--- src/rtl/pc_unit_pkg.sv ---
// pc_unit_pkg: shared encodings for the fetch PC unit.
//   im_ctrl_e  - control-flow mode of the D-stage instruction
//   EXC_*      - ExcCode values carried with the fetch address
//   is_branch  - true for the conditional-branch modes
package pc_unit_pkg;

    typedef enum logic [3:0] {
        IM_SEQ  = 4'd0,
        IM_J    = 4'd1,
        IM_JR   = 4'd2,
        IM_BEQ  = 4'd3,
        IM_BNE  = 4'd4,
        IM_BLEZ = 4'd5,
        IM_BGTZ = 4'd6,
        IM_BLTZ = 4'd7,
        IM_BGEZ = 4'd8
    } im_ctrl_e;

    localparam logic [4:0] EXC_INT  = 5'd0;
    localparam logic [4:0] EXC_ADEL = 5'd4;

    function automatic logic is_branch(input logic [3:0] m);
        return (m >= IM_BEQ) && (m <= IM_BGEZ);
    endfunction

endpackage

--- src/rtl/pc_branch_cmp.sv ---
// pc_branch_cmp: branch condition evaluation for the six compare modes.
//   d1, d2   - forwarded rs / rt values
//   im_ctrl  - control-flow mode (pc_unit_pkg encoding)
//   taken    - 1 when im_ctrl is a branch mode and its condition holds
module pc_branch_cmp
    import pc_unit_pkg::*;
#(
    parameter int PC_W = 32
) (
    input  logic [PC_W-1:0] d1,
    input  logic [PC_W-1:0] d2,
    input  logic [3:0]      im_ctrl,
    output logic            taken
);

    logic neg;
    logic zero;

    assign neg  = d1[PC_W-1];
    assign zero = (d1 == '0);

    always_comb begin
        taken = 1'b0;
        taken = (im_ctrl == IM_BEQ)  ? (d1 == d2) :
                (im_ctrl == IM_BNE)  ? (d1 != d2) :
                (im_ctrl == IM_BLEZ) ? (neg || zero) :
                (im_ctrl == IM_BGTZ) ? (!neg && !zero) :
                (im_ctrl == IM_BLTZ) ? neg :
                (im_ctrl == IM_BGEZ) ? !neg : 1'b0;
    end

endmodule

--- src/rtl/pc_unit.sv ---
// pc_unit: fetch PC register with priority next-PC selection
// (req > block > eret > im_ctrl), fetch address-error code and redirect pulse.
//   clk, reset            - clock, asynchronous active-high reset
//   block, req, eret, epc - stall, exception entry, exception return
//   im_ctrl, d_pc, instr_index, offset, d1, d2 - D-stage control-flow inputs
//   pc, pc_exc, redirect  - fetch address, its ExcCode, non-sequential load pulse
//   taken_cnt, stall_cnt  - saturating statistics, built only with PC_STAT_EN
module pc_unit
    import pc_unit_pkg::*;
#(
    parameter int              PC_W       = 32,
    parameter logic [PC_W-1:0] INIT_ADDR  = 32'h0000_3000,
    parameter logic [PC_W-1:0] EXC_VECTOR = 32'h0000_4180,
    parameter logic [PC_W-1:0] IM_LO      = 32'h0000_3000,
    parameter logic [PC_W-1:0] IM_HI      = 32'h0000_6FFF,
    parameter int              CNT_W      = 16
) (
    input  logic             clk,
    input  logic             reset,
    input  logic             block,
    input  logic             req,
    input  logic             eret,
    input  logic [PC_W-1:0]  epc,
    input  logic [3:0]       im_ctrl,
    input  logic [PC_W-1:0]  d_pc,
    input  logic [25:0]      instr_index,
    input  logic [15:0]      offset,
    input  logic [PC_W-1:0]  d1,
    input  logic [PC_W-1:0]  d2,
    output logic [PC_W-1:0]  pc,
    output logic [4:0]       pc_exc,
    output logic             redirect,
    output logic [CNT_W-1:0] taken_cnt,
    output logic [CNT_W-1:0] stall_cnt
);

    logic [PC_W-1:0] pc4;
    logic [PC_W-1:0] dpc4;
    logic [PC_W-1:0] br_target;
    logic [PC_W-1:0] j_target;
    logic [PC_W-1:0] npc;
    logic            taken;
    logic            flow;
    logic            hold;
    logic            bad;
    logic            redirect_n;

    pc_branch_cmp #(.PC_W(PC_W)) u_cmp (
        .d1      (d1),
        .d2      (d2),
        .im_ctrl (im_ctrl),
        .taken   (taken)
    );

    assign pc4       = pc + PC_W'(4);
    assign dpc4      = d_pc + PC_W'(4);
    assign br_target = dpc4 + {{(PC_W-18){offset[15]}}, offset, 2'b00};
    assign j_target  = {dpc4[PC_W-1:28], instr_index, 2'b00};
    assign flow      = (im_ctrl == IM_J) || (im_ctrl == IM_JR) || taken;
    assign hold      = block && !req;

    always_comb begin
        npc = pc4;
        npc = req                ? EXC_VECTOR :
              block              ? pc :
              eret               ? epc :
              (im_ctrl == IM_J)  ? j_target :
              (im_ctrl == IM_JR) ? d1 :
              taken              ? br_target : pc4;
    end

    // Wrapped sums land outside [IM_LO, IM_HI] and are flagged here.
    assign bad        = (npc[1:0] != 2'b00) || (npc < IM_LO) || (npc > IM_HI);
    assign redirect_n = req || (!block && (eret || flow));

    always_ff @(posedge clk or posedge reset) begin
        if (reset) begin
            pc       <= INIT_ADDR;
            pc_exc   <= EXC_INT;
            redirect <= 1'b0;
        end else begin
            pc       <= npc;
            pc_exc   <= hold ? pc_exc : (bad ? EXC_ADEL : EXC_INT);
            redirect <= redirect_n;
        end
    end

`ifdef PC_STAT_EN
    logic [CNT_W-1:0] taken_q;
    logic [CNT_W-1:0] stall_q;
    logic             take_evt;

    // Only branch/jump redirects count; req and eret redirects do not.
    assign take_evt = !req && !block && !eret && flow;

    always_ff @(posedge clk or posedge reset) begin
        if (reset) begin
            taken_q <= '0;
            stall_q <= '0;
        end else begin
            if (take_evt && !(&taken_q)) taken_q <= taken_q + CNT_W'(1);
            if (hold && !(&stall_q)) stall_q <= stall_q + CNT_W'(1);
        end
    end

    assign taken_cnt = taken_q;
    assign stall_cnt = stall_q;
`else
    assign taken_cnt = '0;
    assign stall_cnt = '0;
`endif

endmodule

--- config.mk ---
export PLATFORM = sky130hd
export DESIGN_NAME = pc_unit
export DESIGN_NICKNAME = d
export VERILOG_FILES = /design/src/rtl/pc_unit_pkg.sv /design/src/rtl/pc_branch_cmp.sv /design/src/rtl/pc_unit.sv
export SDC_FILE = /design/constraint.sdc
export NUM_CORES = 1
export LEC_CHECK = 0
export CAP_MARGIN = 20
export CORE_MARGIN = 2
export CORE_UTILIZATION = 48
export DETAILED_ROUTE_END_ITERATION = 7
export PLACE_DENSITY = 0.92
export SETUP_SLACK_MARGIN = 0.2
export SLEW_MARGIN = 20
export SYNTH_ARGS = -nofsm -noshare
export SYNTH_HDL_FRONTEND = slang
export SYNTH_SLANG_ARGS = --single-unit
--- constraint.sdc ---
create_clock -name clk -period 4.4 [get_ports clk]
set_input_delay 0.66 -clock clk [delete_from_list [all_inputs] [get_ports clk]]
set_output_delay 0.66 -clock clk [all_outputs]
set_load 0.1 [all_outputs]
After elaboration in Yosys (flattened, before gate mapping)
Index checks and enable logic that the tools add are counted.

storage, ports and cells
  ROM bits = 0
  memories kept = 0
  input bits = 179
  bits in writable memories = 0
  output and inout bits = 70
  register bits after elaboration = 38
  word-level logic and storage cells = 47
  bits in latches = 0

cells by class
  shifts and indexed selects = 0
  $mul = 0
  multiplexer cells = 13
  $lt $le $gt $ge = 2
  eq/ne operators = 10
  $add $sub $neg = 3
  divide/modulo/power cells = 0
  reduce and logical (&&, ||, !) cells = 16
  bitwise logic cells = 0

operator list
  kind                   count
  $mux 32                6
  $add 32x3->32 const B  2
  $add 32x32->32         1
  $eq 32x32->1           1
  $gt 32x15->1 const B   1
  $logic_not 32->1       1
  $lt 32x14->1 const B   1
  $ne 32x32->1           1
  $eq 4x3->1 const B     4
  $eq 4x2->1 const B     2
  $logic_or 1x1->1       7
  $mux 1                 6
  $eq 4x1->1 const B     1
  $eq 4x4->1 const B     1
  $logic_not 1->1        4
  $logic_and 1x1->1      3
  $mux 3                 1
  $reduce_bool 2->1      1

Depth between registers and ports, before layout
  depth after elaboration = 17
  depth in mapped cells = 18

By module
From an unflattened synthesis, not the netlist that was laid out.

unflattened totals
  cells, all modules = 866
  area, all modules = 6241.0 µm²

by module, submodules not included
  module         times used  cells each  area an instance (µm²)  seq. area each (µm²)
  pc_unit        1           799         5726.7                  853.3
  pc_branch_cmp  1           67          514.2                   0.0

Worst setup path before layout
Ideal clock, no wire load.

  kind = input -> register
  start point = input d_pc[2]
  end point = register pc_exc[2]
  buffers on the path = 0
  cell stages on the path = 18
  required time = 4.274 ns
  setup slack = -0.199 ns
  arrival time = 4.473 ns
  cells stage by stage = ha_1 > and4_1 > nor4bb_1 > nor2b_1 > nand3_1 > xnor2_1 > ha_1 > a21oi_1 > o21bai_1 > a21oi_1 > nand2b_1 > a21boi_0 > a311o_1 > a311oi_1 > or4bb_1 > nand3_1 > or3_1 > o32a_1

between the ends
  word-level cells in the longest chain between the ends = 12

RTL lines
  element                 line           text
  start: declaration      pc_unit.sv:25  input logic [PC_W-1:0] d_pc,
  $add 32x3->32 (*)       pc_unit.sv:56  assign dpc4 = d_pc + PC_W'(4);
  $add 32x32->32          pc_unit.sv:57  assign br_target = dpc4 + {{(PC_W-18){offset[15]}}, offset, 2'b00};
  $mux 32                 pc_unit.sv:69  taken ? br_target : pc4;
  $mux 32                 pc_unit.sv:68  (im_ctrl == IM_JR) ? d1 :
  $mux 32 (*)             pc_unit.sv:67  (im_ctrl == IM_J) ? j_target :
  $mux 32 (*)             pc_unit.sv:66  eret ? epc :
  $mux 32 (*)             pc_unit.sv:65  block ? pc :
  $mux 32 (*)             pc_unit.sv:64  npc = req ? EXC_VECTOR :
  named net npc[31]       pc_unit.sv:41  logic [PC_W-1:0] npc;
  $lt 32x14->1            pc_unit.sv:73  assign bad = (npc[1:0] != 2'b00) || (npc < IM_LO) || (npc > IM_HI);
  $logic_or 1x1->1        pc_unit.sv:73
  $logic_or 1x1->1 (*)    pc_unit.sv:73
  $mux 3 (*)              pc_unit.sv:83  pc_exc <= hold ? pc_exc : (bad ? EXC_ADEL : EXC_INT);
  end signal: assignment  pc_unit.sv:83
  end: declaration        pc_unit.sv:31  output logic [4:0] pc_exc,

Mark *: on every way through the listed nets, which the timed path passes. The rest lies on a longest branch.
A chain may end at the register's enable or synchronous reset.

Worst setup path in the final report
  start point = input d_pc[16]
  end point = register pc_exc[2]

Same word-level chain as after synthesis.

==> reports/results.ini <==
[place]
io_buffers = 212
dpl_worst_slack_ps = -882
hpwl_um = 20700
gp_congestion = 1.05
dp_cells = 1334

[finish]
final_cell_mix = clkdlybuf4s50_1 (193), buf_4 (171), nand2_1 (78), nor2_1 (67), a21oi_1 (63)
register_area_sq_um = 853
layout-drive-gt1-share = 0.220
area.growth.synth_to_final_pct = 65.1
final_util = 0.819
diodes = 0
final_common_cell = clkdlybuf4s50_1
final_nets = 1410
multi_input_area_sq_mm = 0.00519
n_fill_cell = 714
layout.cells.non_filler = 1368

[sta]
skew_ps = 4.05
holdWs_ps = 589
rsz0062_at_grt = yes
finalCritPeriodShare = 0.978
max_freq_mhz = 232
setup_viol_count_final = 0
worst_slack_ps = 98.0
worst_slew_pin_slew_ps = 1060
hold_violations = 0
slew_headroom = 0.289
drv_slew = 0
min_period_ps = 4300

[clock_tree]
path_clk_slew_ps = 60
htreeDepth = 2
clock-root-buffer = clkbuf_16
clock_latency_ps = 280
clockBufferDepth = 2
cts_sinks = 34
cts_buffers = 5
cts_tree = yes

[synth]
synth_edf_count = 0
async_flop_share = 1.00
ys_types = 75
synthCells = 840
yosysWarnings = 0
ys_seq_area_frac = 0.141
ys_ff_latch = 34
syn-mean-instance-area_sq_um = 7.19
synthFlopType = dfrtp_1
syn-cell-area_sq_mm = 0.00604

[power_and_ir_drop]
power_uw = 2140
combPwrFrac = 0.653
power.density_mw_per_mm2 = 215
power_leakage_uw = 0.00424
pwr-share-clk = 0.169
switching_power_uw = 1020
swShare = 0.476
power_frac_seq = 0.178
max-vdd-ir-drop_v = 0.000149
p_int_uw = 1120

[floorplan]
die_height_um = 116
start_util = 0.496
die-area_sq_mm = 0.0135
pin_count = 249
rows = 40
fp.coreArea_sq_mm = 0.0122
die_x_um = 116

[route]
postRouteAntennaNets = 0
drc = 65
drt-total-wl_um = 29200
dr.first_iter.drc_count = 1077
firstDrtPassIters = 8
via_per_inst = 6.49
num_vias = 8882
wire_per_inst_um = 21.4

[grt]
grtUsageTotal = 0.405
grt_pass1_wl_um = 43200
grt-ovfl-total = 0
antenna_found_initial = 0
grt_max_degree = 35
grt_pass1_vias = 8427

[worst_hold_path]
whs_path_depth = 2
holdCritStartpoint = pc[27]
holdPathEnd = pc[27]
min-delay-path-class = reg -> reg

[job]
cap_violations = 0

[worst_setup_path]
r2r_slack_ps = 760
crit_path_end_kind = flip-flop
critPathKind = in -> reg
r2r-end = pc_exc[2]
cp_max_fo = 2
cp_slowest_stage_delay_ps = 370
critPathBufInv = 3
r2r_start = pc[7]
reg2reg_depth = 10
start_kind = input pin
cp_data_required_time_ps = 4570
path_cells = dlygate4sd2_1 -> and3_4 -> nand3_4 -> nor4_4 -> nand4_1 -> xnor2_1 -> ha_1 -> buf_6 -> inv_2 -> o21bai_1 -> a21oi_2 -> nand2b_4 -> a21boi_2 -> a311o_1 -> a311oi_2 -> or4bb_1 -> nand3_2 -> or3_1 -> o32a_1
crit_family = simple AND/OR/NAND/NOR gates
crit_slowest_cell = a311o_1
cp_data_arrival_time_ps = 4470

[outcome]
status = finished, violations left
violations = design-rule violations

cells in the mapped netlist, types with 3 or more instances:
master,count,area share
a2111oi_0,3,0.0044
a211oi_1,18,0.022
a21o_1,16,0.020
a21oi_1,70,0.058
a221o_1,4,0.0066
a221oi_1,15,0.022
a22oi_1,6,0.0075
a311o_1,3,0.0050
a31oi_1,12,0.012
and2_1,8,0.0083
and3_1,15,0.016
and4_1,12,0.017
buf_1,3,0.0019
buf_4,36,0.045
buf_6,4,0.0075
clkbuf_1,30,0.019
dfrtp_1,32,0.13
ha_1,31,0.064
inv_1,25,0.016
mux2i_1,6,0.010
nand2_1,78,0.049
nand2b_1,8,0.0083
nand3_1,33,0.027
nand4_1,21,0.022
nor2_1,69,0.043
nor2b_1,7,0.0073
nor3_1,8,0.0066
nor4_1,23,0.024
nor4b_1,3,0.0044
o2111ai_1,3,0.0044
o211ai_1,7,0.0087
o21a_1,3,0.0037
o21ai_0,47,0.039
o21ai_1,5,0.0041
o22ai_1,6,0.0062
o31a_1,3,0.0044
o31ai_1,5,0.0062
or3_1,5,0.0052
or4_1,3,0.0037
xnor2_1,54,0.078
xor2_1,55,0.080
worst min-delay path, cell delays in order (launching register included):
cell and delay, ps:
dfrtp_1 410, nand2_1 70, nand2_1 70
area by class of cell:
type | count | area share
tap | 168 | 0.0211
sequential | 34 | 0.0856
inverter | 26 | 0.00980
timing repair buffer | 392 | 0.348
multi-input combinational | 740 | 0.521
clock buffer | 8 | 0.0147
how the worst max path moves through the flow:
stage                        start        end  slack, ps  cells after the start
after floorplan            d_pc[5]  pc_exc[2]        210                     18
after global placement     d_pc[2]  pc_exc[2]       -560                     18
after detailed placement   d_pc[2]  pc_exc[2]       -880                     17
after CTS                 d_pc[10]  pc_exc[2]        200                     18
after global routing      d_pc[15]  pc_exc[2]        -40                     20
final                     d_pc[16]  pc_exc[2]        100                     19
per-layer routing:
metal / global-route usage / routed length [um] / up-vias
met2: 0.686 / 13400 / 824
met5: 0 / 0 / -
li1: - / - / 3762
met4: 0.247 / 2410 / 0
met1: 0.455 / 9580 / 4030
met3: 0.113 / 3890 / 266
cells by family (layout without fill, tap and decap cells):
family,after synthesis,after routing,share of synthesized area
simple gates,305,305,0.259
compound gates,251,251,0.271
xor+xnor,109,109,0.158
buf+inv,101,426,0.0906
flops,34,34,0.141
fa+ha+maj,32,32,0.0676
mux,7,7,0.0118
other cells,1,36,0.000621
what timing repair did:
action                     4_1_cts  5_1_grt
gates resized for setup         95       32
setup endpoints to repair        6        3
setup buffers                   18        8
hold buffers                     0        0
pin swaps                       46       23
per-stage QoR:
stage,setup TNS [ps],area [sq um]
finish,0,9960
global route,-42.1,9960
CTS,0,9780
detailed placement,-2350,9290
global placement,-778,9290
floorplan,0,6250
state kept, by name, summed over array words and instances (netlist names):
signal,flops
pc,32
redirect,1
pc_exc,1
power by group through the flow:
stage,clock [uW],sequential [uW],combinational (uW)
after floorplan,0,548,589
after global placement,0,380,1220
after detailed placement,0,381,1250
after CTS,354,377,1310
after global routing,369,382,1460
final,363,381,1400
Power figures use the tool's default switching activity.
